`config.mk`:
```
export PLATFORM = sky130hd
export DESIGN_NAME = move_key_debouncer
export DESIGN_NICKNAME = d
export VERILOG_FILES = /design/src/rtl/move_key_pkg.sv /design/src/rtl/move_key_debouncer_btn.sv /design/src/rtl/move_key_debouncer.sv
export SDC_FILE = /design/constraint.sdc
export NUM_CORES = 1
export LEC_CHECK = 0
export CORE_MARGIN = 1
export CORE_UTILIZATION = 38
export CTS_CLUSTER_DIAMETER = 200
export CTS_CLUSTER_SIZE = 8
export DETAILED_ROUTE_END_ITERATION = 6
export RECOVER_POWER = 25
export SYNTH_ARGS = -nofsm -noshare
export SYNTH_HDL_FRONTEND = slang
export SYNTH_SLANG_ARGS = --single-unit
```
`constraint.sdc`:
```
create_clock -name Clk -period 1.78 [get_ports Clk]
set_input_delay 0.178 -clock Clk [delete_from_list [all_inputs] [get_ports Clk]]
set_output_delay 0.178 -clock Clk [all_outputs]
set_load 0.01 [all_outputs]
```
`src/rtl/move_key_pkg.sv`:
```
// move_key_pkg: shared direction codes, debounce state encoding and default timing for move_key_debouncer.
package move_key_pkg;
  localparam logic [1:0] DIR_UP = 2'd0;
  localparam logic [1:0] DIR_DOWN = 2'd1;
  localparam logic [1:0] DIR_LEFT = 2'd2;
  localparam logic [1:0] DIR_RIGHT = 2'd3;
  localparam int STABLE_TICKS_DEF = 3;
  localparam int CNT_W_DEF = 4;
  localparam int REPEAT_TICKS_DEF = 15;
  typedef enum logic [1:0] {IDLE, PRESS_CNT, HELD, RELEASE_CNT} deb_state_e;
  function automatic logic [1:0] prio_dir(input logic [3:0] evt);
    return evt[0] ? DIR_UP : evt[1] ? DIR_DOWN : evt[2] ? DIR_LEFT : DIR_RIGHT;
  endfunction
endpackage

```
`src/rtl/move_key_debouncer_btn.sv`:
```
// btn_debounce_fsm: per-button synchroniser, tick-driven debounce FSM and press pulse.
// Auto-repeat while held is built only when MOVE_AUTO_REPEAT_EN is defined.
module btn_debounce_fsm import move_key_pkg::*; #(
  parameter int STABLE_TICKS = STABLE_TICKS_DEF,
  parameter int CNT_W = CNT_W_DEF
`ifdef MOVE_AUTO_REPEAT_EN
  , parameter int REPEAT_TICKS = REPEAT_TICKS_DEF
`endif
) (
  input  logic Clk,
  input  logic Reset,
  input  logic tick,
  input  logic btn_raw,
  output logic level,
  output logic press_evt
);
  localparam logic [CNT_W-1:0] LAST = CNT_W'(STABLE_TICKS - 1);
  localparam logic [CNT_W-1:0] ONE = CNT_W'(1);
  logic sync_q, smp_q, press_q, press_d, fsm_evt, rpt_evt;
  deb_state_e state_q, state_d;
  logic [CNT_W-1:0] cnt_q, cnt_d;
  always_comb begin
    state_d = state_q;
    cnt_d = cnt_q;
    fsm_evt = 1'b0;
    if (tick)
      case (state_q)
        IDLE: if (smp_q) begin state_d = PRESS_CNT; cnt_d = ONE; end
        PRESS_CNT:
          if (!smp_q) begin state_d = IDLE; cnt_d = '0; end
          else if (cnt_q == LAST) begin state_d = HELD; cnt_d = '0; fsm_evt = 1'b1; end
          else cnt_d = cnt_q + ONE;
        HELD: if (!smp_q) begin state_d = RELEASE_CNT; cnt_d = ONE; end
        RELEASE_CNT:
          if (smp_q) begin state_d = HELD; cnt_d = '0; end
          else if (cnt_q == LAST) begin state_d = IDLE; cnt_d = '0; end
          else cnt_d = cnt_q + ONE;
        default: state_d = IDLE;
      endcase
    press_d = fsm_evt | rpt_evt;
  end
`ifdef MOVE_AUTO_REPEAT_EN
  localparam int RPT_W = $clog2(REPEAT_TICKS + 1);
  localparam logic [RPT_W-1:0] RPT_LAST = RPT_W'(REPEAT_TICKS - 1);
  logic [RPT_W-1:0] rpt_q, rpt_d;
  // Counter lives only while staying in HELD; entering or leaving clears it.
  always_comb begin
    rpt_d = '0;
    rpt_evt = 1'b0;
    if (state_q == HELD && state_d == HELD) begin
      rpt_evt = tick && rpt_q == RPT_LAST;
      rpt_d = rpt_evt ? '0 : tick ? rpt_q + RPT_W'(1) : rpt_q;
    end
  end
  always_ff @(posedge Clk or posedge Reset)
    if (Reset) rpt_q <= '0;
    else rpt_q <= rpt_d;
`else
  assign rpt_evt = 1'b0;
`endif
  always_ff @(posedge Clk or posedge Reset)
    if (Reset) begin
      sync_q <= 1'b0;
      smp_q <= 1'b0;
      state_q <= IDLE;
      cnt_q <= '0;
      press_q <= 1'b0;
    end else begin
      sync_q <= btn_raw;
      smp_q <= sync_q;
      state_q <= state_d;
      cnt_q <= cnt_d;
      press_q <= press_d;
    end
  assign press_evt = press_q;
  assign level = state_q == HELD || state_q == RELEASE_CNT;
endmodule

```
`src/rtl/move_key_debouncer.sv`:
```
// move_key_debouncer: 60 Hz tick extraction, per-button debounce, priority arbiter and valid/ack move register.
// Define MOVE_AUTO_REPEAT_EN to add held-button auto-repeat.
module move_key_debouncer import move_key_pkg::*; #(
  parameter int NBTN = 4,
  parameter int STABLE_TICKS = STABLE_TICKS_DEF,
  parameter int CNT_W = CNT_W_DEF
`ifdef MOVE_AUTO_REPEAT_EN
  , parameter int REPEAT_TICKS = REPEAT_TICKS_DEF
`endif
) (
  input  logic            Clk,
  input  logic            Reset,
  input  logic            Clk60,
  input  logic [NBTN-1:0] BtnRaw,
  output logic            MoveValid,
  output logic [1:0]      MoveDir,
  input  logic            MoveAck,
  output logic [NBTN-1:0] BtnLevel
);
  logic c60_s1_q, c60_s2_q, c60_s3_q, tick_q, tick_d, valid_q, valid_d, accept;
  logic [1:0] dir_q, dir_d;
  logic [NBTN-1:0] evt;
  for (genvar i = 0; i < NBTN; i++) begin : g_btn
    btn_debounce_fsm #(
      .STABLE_TICKS(STABLE_TICKS),
      .CNT_W(CNT_W)
`ifdef MOVE_AUTO_REPEAT_EN
      , .REPEAT_TICKS(REPEAT_TICKS)
`endif
    ) u_btn (
      .Clk(Clk),
      .Reset(Reset),
      .tick(tick_q),
      .btn_raw(BtnRaw[i]),
      .level(BtnLevel[i]),
      .press_evt(evt[i])
    );
  end
  // Events that cannot be accepted this cycle are dropped, never queued.
  always_comb begin
    tick_d = c60_s2_q & ~c60_s3_q;
    accept = |evt & (~valid_q | MoveAck);
    valid_d = accept ? 1'b1 : MoveAck ? 1'b0 : valid_q;
    dir_d = accept ? prio_dir(evt) : dir_q;
  end
  always_ff @(posedge Clk or posedge Reset)
    if (Reset) begin
      c60_s1_q <= 1'b0;
      c60_s2_q <= 1'b0;
      c60_s3_q <= 1'b0;
      tick_q <= 1'b0;
      valid_q <= 1'b0;
      dir_q <= DIR_UP;
    end else begin
      c60_s1_q <= Clk60;
      c60_s2_q <= c60_s1_q;
      c60_s3_q <= c60_s2_q;
      tick_q <= tick_d;
      valid_q <= valid_d;
      dir_q <= dir_d;
    end
  assign MoveValid = valid_q;
  assign MoveDir = dir_q;
endmodule
```
==> results of run 1 <==
-- worst max-delay path, delay by kind of cell (launching register included) --
family          cells  cell delay (ns)
simple gates        1             0.08
compound gates      2             0.32
buf+inv             1             0.27
flops               1             0.82
-- kinds of logic after synthesis --
kind of cell	Yosys count	synth area share [%]
fa+ha+maj	8	4.97
flops	43	53.4
mux	8	4.41
compound gates	45	15.2
buf+inv	25	5.65
xor+xnor	4	2.86
simple gates	44	13.5
-- layout by cell type (no fill, tap or decap), drive strengths merged --
| cell type | synthesis | final |
|---|---|---|
| nor3b | 8 | 8 |
| bufinv | 0 | 1 |
| clkinvlp | 0 | 1 |
| dlygate4sd3 | 0 | 6 |
| a32o | 8 | 8 |
| mux2i | 1 | 1 |
| a21oi | 9 | 9 |
| nand4 | 3 | 3 |
| nor2b | 5 | 5 |
| or3b | 4 | 4 |
| ha | 8 | 8 |
| clkdlybuf4s50 | 0 | 8 |
| clkbuf | 4 | 6 |
| nand3 | 9 | 9 |
| o221a | 1 | 1 |
| mux2 | 7 | 7 |
| o211ai | 4 | 4 |
| nor2 | 2 | 2 |
| nand3b | 4 | 4 |
| xor2 | 4 | 4 |
| o2bb2ai | 4 | 4 |
| dfrtp | 43 | 43 |
| nand2b | 1 | 1 |
| o21ai | 13 | 13 |
| inv | 13 | 13 |
| nor4 | 1 | 1 |
| buf | 8 | 2 |
| nand2 | 7 | 7 |
| o22ai | 4 | 4 |
| o21a | 2 | 2 |
-- area by class of cell --
cell class	instances	area (um2)	area share, %
Clock buffer	5	68.8	2.99
Inverter	13	48.8	2.12
Timing Repair Buffer	17	160	6.95
Clock inverter	2	37.5	1.63
Tap cell	70	87.6	3.80
Multi-Input combinational cell	109	825	35.8
Sequential cell	43	1080	46.7
-- sequential cells by signal, summed over array words and instances (netlist names), named ones only --
register	flops
tick_q	1
c60_s2_q	1
MoveDir	2
g_btn.u_btn.state_q	4
MoveValid	1
g_btn.u_btn.smp_q	4
g_btn.u_btn.sync_q	4
g_btn.u_btn.press_evt	4
c60_s1_q	1
g_btn.u_btn.cnt_q	16
c60_s3_q	1
-- power breakdown --
part | switching (W) | internal [W] | total, W
clock | 0.000309 | 0.000410 | 0.000719
combinational | 0.000355 | 0.000404 | 0.000760
sequential | 0.000291 | 0.00119 | 0.00148
-- worst min-delay path by stage --
stage	start	to	slack (ns)
final	g_btn[3].u_btn.sync_q	g_btn[3].u_btn.smp_q	0.36
after global placement	g_btn[3].u_btn.sync_q	g_btn[3].u_btn.smp_q	0.34
after detailed placement	g_btn[1].u_btn.sync_q	g_btn[1].u_btn.smp_q	0.34
after global routing	g_btn[3].u_btn.sync_q	g_btn[3].u_btn.smp_q	0.37
after CTS	BtnRaw[0]	g_btn[0].u_btn.sync_q	0.31
after floorplan	Clk60	c60_s1_q	0.21
-- routing by layer --
layer  vias to the layer above  GRT usage (%)  wire length (um)
met5                         -              0                 0
met3                         5           4.15                90
met2                        21           23.5              1740
met4                         0           4.82                31
li1                        657              -                 -
met1                       653           16.4              1530
-- through the flow --
| step | hold slack [ns] | worst slack [ns] |
|---|---|---|
| 4_1_cts | 0.309 | 0.235 |
| 6_report | 0.355 | 0.231 |
| 2_1_floorplan | 0.209 | 0.433 |
| 5_1_grt | 0.372 | 0.0728 |
| 3_5_place_dp | 0.336 | 0.228 |
| 3_3_place_gp | 0.335 | 0.286 |
==> qor.txt, run 1 <==
Port-buffer cells: 14
fin crit period: 1.55 ns
# Post-CTS Setup Buffers: 0
clock tree from TritonCTS: done
crit path launch: tick_q
CTS HTree Levels: 2
Max VDD drop: 474 uV
reg2reg path depth: 4
via count: 1336
DRT iter0 DRCs: 76
number of synthesized flops with an enable pin: 0
I/O pins: 15
Final Setup Violations: 0
setup TNS: 0 ns
n_diodes: 0
global-route wire length before repair: 5750 um
fin util: 45.1%
crit path max fanout: 26
Nets: 205
gpl congestion: 0.768
final slew viol count: 0
Crit Reg-Reg Endpoint: g_btn[3].u_btn.cnt_q[2]
fill count: 482
post_cts resized: 0
Die Ht: 74.8 um
yosys warns: 0
post-DP HPWL: 2450 um
Hold Crit Class: flop to flop
largest net degree at the start of global routing: 44
hold path depth: 0
post-synthesis sequential area ratio: 53.4%
Finished Cell Area: 0.00230 mm2
worst r2r src: tick_q
CP endpoint kind: flop
Total GRT Usage: 13.7%
Leak: 1.00 nW
CP Data Required Time: 2.01 ns
share of layout cells above drive strength 1: 11.6%
Die Footprint: 0.00560 mm2
max cap viols: 0
vias per cell: 5.16
Fin. Hold Viols: 0
type of origin of the critical path: flop
cell area after synthesis: 0.00201 mm2
Die Width: 74.8 um
crit-path cells: buf_4 > nand3b_1 > o22ai_1 > a32o_1
Crit Path Category: flop to flop
initial antenna violation count: 0
post-synth top area cell: dfrtp_1
syn avg cell area: 11.4 um2
asr flop ratio synth: 100%
clock slew at reported path FFs: 0.08 ns
DR WL/cell: 13.1 um
core area: 0.00511 mm2
Row Count: 26
RSZ-0062 raised after global routing: no
CTS Buf Count: 5
Yosys top cell area share: 53.4%
Synthesized Nets: 193
clk_skew: 0.00886 ns
Layout area overhead: 14.3%
power per cell area: 1290 mW/mm2
count of hold-fix buffers inserted at cts: 0
clk sink count: 43
Post-DP Area: 0.00220 mm2
period utilization: 87.0%
Distinct cells, synth: 30
final wirelength: 3390 um
Synth area leaders: dfrtp_1 (53%), ha_1 (5.0%), a32o_1 (4.0%)
clk root buf: clkbuf_8
post-synthesis cell count: 177
placed instance count: 252
Overflow after GRT: 0
CTS Buffer Depth: 2
1st-pass router iterations: 4
Overall Power: 0.00296 W
Worst slew margin: 30.6%
dominant synthesized flop cell: dfrtp_1
outcome: finished, final reports clean
Layout Cells excl Fill: 259
starting density of the core: 39.4%
flop2flop setup slack: 0.23 ns
vias in the first global route: 1330
FF+latch count, synth: 43
Critical-path top delay cell: dfrtp_1
WP data arrival: 1.78 ns
Critical Path Sink: g_btn[3].u_btn.cnt_q[2]
Synth top cells by count: dfrtp_1 (43), inv_1 (13), a21oi_1 (9), nand3_1 (9), o21ai_0 (9)
clk_lat worst skew: 0.29 ns
Routed Antenna Nets: 0
max incr delay on CP: 0.82 ns
most common cell in the netlist: dfrtp_1
FMAX: 0.646 GHz
# DRC: 0
Least-Margin Pin Slew: 1.04 ns
(Power assumes the default switching activity.)
==> run 2, diff against run 1 <==
==> constraint.sdc (replaced) <==
create_clock -name Clk -period 1.78 [get_ports Clk]
set_input_delay 0.445 -clock Clk [delete_from_list [all_inputs] [get_ports Clk]]
set_output_delay 0.445 -clock Clk [all_outputs]
set_load 0.01 [all_outputs]
==> run 2 against run 1 <==
Effect of this change:
- global-route usage is 0.086 points higher
- register-to-register slack hardly changed
- maximum frequency is 9.2% lower
- cell count is 0.39% higher
- via count is 0.22% lower
- sequential power hardly changed
- clock power is 17% lower
- largest cell class unchanged
- largest power group unchanged
==> qor.txt, run 2 (same netlist as run 1, synthesis figures left out) <==
register area: 0.00108 mm2 (about the same)
final slew viol count: 0 (unchanged)
post-DP HPWL: 2410 um (was 2450 um)
# Post-CTS Setup Buffers: 0 (unchanged)
crit path max fanout: 4 (was 26)
1st-pass router iterations: 4 (unchanged)
max incr delay on CP: 0.56 ns (was 0.82 ns)
Critical-path top delay cell: clkdlybuf4s50_1 (was dfrtp_1)
clk_lat worst skew: 0.29 ns (about the same)
FMAX: 0.586 GHz (was 0.646 GHz)
Multi-input gate area: 825 um2 (unchanged)
share of layout cells above drive strength 1: 12.6% (was 11.6%)
Die Width: 74.8 um (unchanged)
fin util: 44.7% (was 45.1%)
max cap viols: 0 (unchanged)
Nets: 205 (unchanged)
DR WL/cell: 13.2 um (was 13.1 um)
Finished Cell Area: 0.00228 mm2 (was 0.00230 mm2)
core area: 0.00511 mm2 (unchanged)
CP endpoint kind: output pin (was flop)
via count: 1333 (was 1336)
Final Setup Violations: 0 (unchanged)
power per cell area: 1250 mW/mm2 (was 1290 mW/mm2)
clock slew at reported path FFs: 0.08 ns (about the same)
Worst slew margin: 30.1% (was 30.6%)
CTS HTree Levels: 2 (unchanged)
Layout area overhead: 13.3% (was 14.3%)
Worst path top cell family by delay: buffers and inverters (was flip-flops)
type of origin of the critical path: flop (unchanged)
Max VDD drop: 612 uV (was 474 uV)
Hold Crit Class: flop to flop (unchanged)
RSZ-0062 raised after global routing: no (unchanged)
WP data arrival: 1.26 ns (was 1.78 ns)
crit-path cells: clkdlybuf4s50_1 (was buf_4 > nand3b_1 > o22ai_1 > a32o_1)
vias per cell: 5.13 (was 5.16)
Overflow after GRT: 0 (unchanged)
CP Data Required Time: 1.33 ns (was 2.01 ns)
# DRC: 0 (unchanged)
max FFs per register: 16 (unchanged)
fin crit period: 1.71 ns (was 1.55 ns)
Largest Register: g_btn.u_btn.cnt_q (unchanged)
n_diodes: 0 (unchanged)
Routed Antenna Nets: 0 (unchanged)
clk root buf: clkbuf_8 (unchanged)
initial antenna violation count: 0 (unchanged)
DRT iter0 DRCs: 52 (was 76)
final wirelength: 3430 um (was 3390 um)
Least-Margin Pin Slew: 1.05 ns (was 1.04 ns)
Die Ht: 74.8 um (unchanged)
fill count: 495 (was 482)
Die Footprint: 0.00560 mm2 (unchanged)
outcome: finished, final reports clean (unchanged)
Crit path buffers/inverters: 1 (unchanged)
clock tree from TritonCTS: done (unchanged)
global-route wire length before repair: 5660 um (was 5750 um)
clk sink count: 43 (unchanged)
period utilization: 95.8% (was 87.0%)
Total GRT Usage: 13.8% (was 13.7%)
I/O pins: 15 (unchanged)
Fin. Hold Viols: 0 (unchanged)
starting density of the core: 39.4% (unchanged)
largest net degree at the start of global routing: 44 (unchanged)
Port-buffer cells: 14 (unchanged)
Row Count: 26 (unchanged)
commonest non-fill, non-tap cell in the layout: dfrtp_1 (unchanged)
setup TNS: 0 ns (unchanged)
Crit Path Category: flop to output pin (was flop to flop)
Post-DP Area: 0.00221 mm2 (was 0.00220 mm2)
vias in the first global route: 1281 (was 1330)
gpl congestion: 0.778 (was 0.768)
Leak: 0.991 nW (was 1.00 nW)
clk_skew: 0.00803 ns (was 0.00886 ns)
CTS Buf Count: 5 (unchanged)
commonest non-fill, non-tap cells in the layout: dfrtp_1 (40), inv_1 (13) (was dfrtp_1 (43), inv_1 (13), nand3_1 (9), o21ai_0 (9), a21oi_1 (9))
CTS Buffer Depth: 2 (unchanged)
==> run 2: cell types whose count changed in the layout (fill, tap and decap cells not counted), sizes merged <==
cell | before | now
clkinv | 0 | 1
clkbuf | 6 | 8
bufinv | 1 | 0
clkinvlp | 1 | 0
clkdlybuf4s50 | 8 | 9
dlygate4sd3 | 6 | 5
==> run 2: metrics by stage <==
stage | cells | power [W] | setup WS [ns] | hold slack [ns]
2_1_floorplan | 177 | 0.00203 | 0.332 | 0.331
3_3_place_gp | 252 | 0.00220 | 0.264 | 0.336
3_5_place_dp | 252 | 0.00227 | 0.213 | 0.336
4_1_cts | 260 | 0.00287 | 0.0107 | 0.352
5_1_grt | 260 | 0.00303 | 0.0171 | 0.364
6_report | 260 | 0.00284 | 0.0740 | 0.351
==> run 2: worst paths after layout <==
| kind | startpoint | endpoint | slack [ns] | depth (start not counted) |
|---|---|---|---|---|
| max reg2reg | tick_q | g_btn[0].u_btn.cnt_q[3] | 0.23 | 3 |
| min reg2reg | g_btn[0].u_btn.sync_q | g_btn[0].u_btn.smp_q | 0.35 | 0 |
| max | flop | BtnLevel[3] | 0.07 | 1 |
| min in group asynchronous | Reset | g_btn[3].u_btn.cnt_q[2] | 0.77 | 3 |
| max in group asynchronous | Reset | async pin | 0.28 | 3 |
| min | g_btn[0].u_btn.sync_q | g_btn[0].u_btn.smp_q | 0.35 | 0 |
==> run 2: area by class of cell <==
cell class / instances / area share (%)
Inverter: 13 / 2.14
Multi-Input combinational cell: 109 / 36.1
Sequential cell: 43 / 47.3
Clock buffer: 7 / 3.34
Clock inverter: 1 / 0.219
Tap cell: 70 / 3.84
Timing Repair Buffer: 17 / 7.02
==> run 2: report_power, final <==
part           internal, W  switching (W)  leakage (nW)
Combinational     0.000404       0.000360         0.408
Clock             0.000276       0.000320        0.0422
Sequential         0.00120       0.000287         0.540
==> run 2: what timing repair did <==
| item | in CTS | in global routing |
|---|---|---|
| hold buffers | 0 | 0 |
| gates resized for setup | 0 | 3 |
| endpoints found under the setup margin | 0 | 3 |
==> run 2: per-layer routing <==
layer	part of all wire [%]	vias up	GRT usage (%)	routed length, um
li1	-	655	-	-
met1	45	658	15.9	1550
met2	50	15	23.4	1730
met3	3.1	5	4.95	107
met4	1.1	0	5.66	37
met5	0	-	0	0
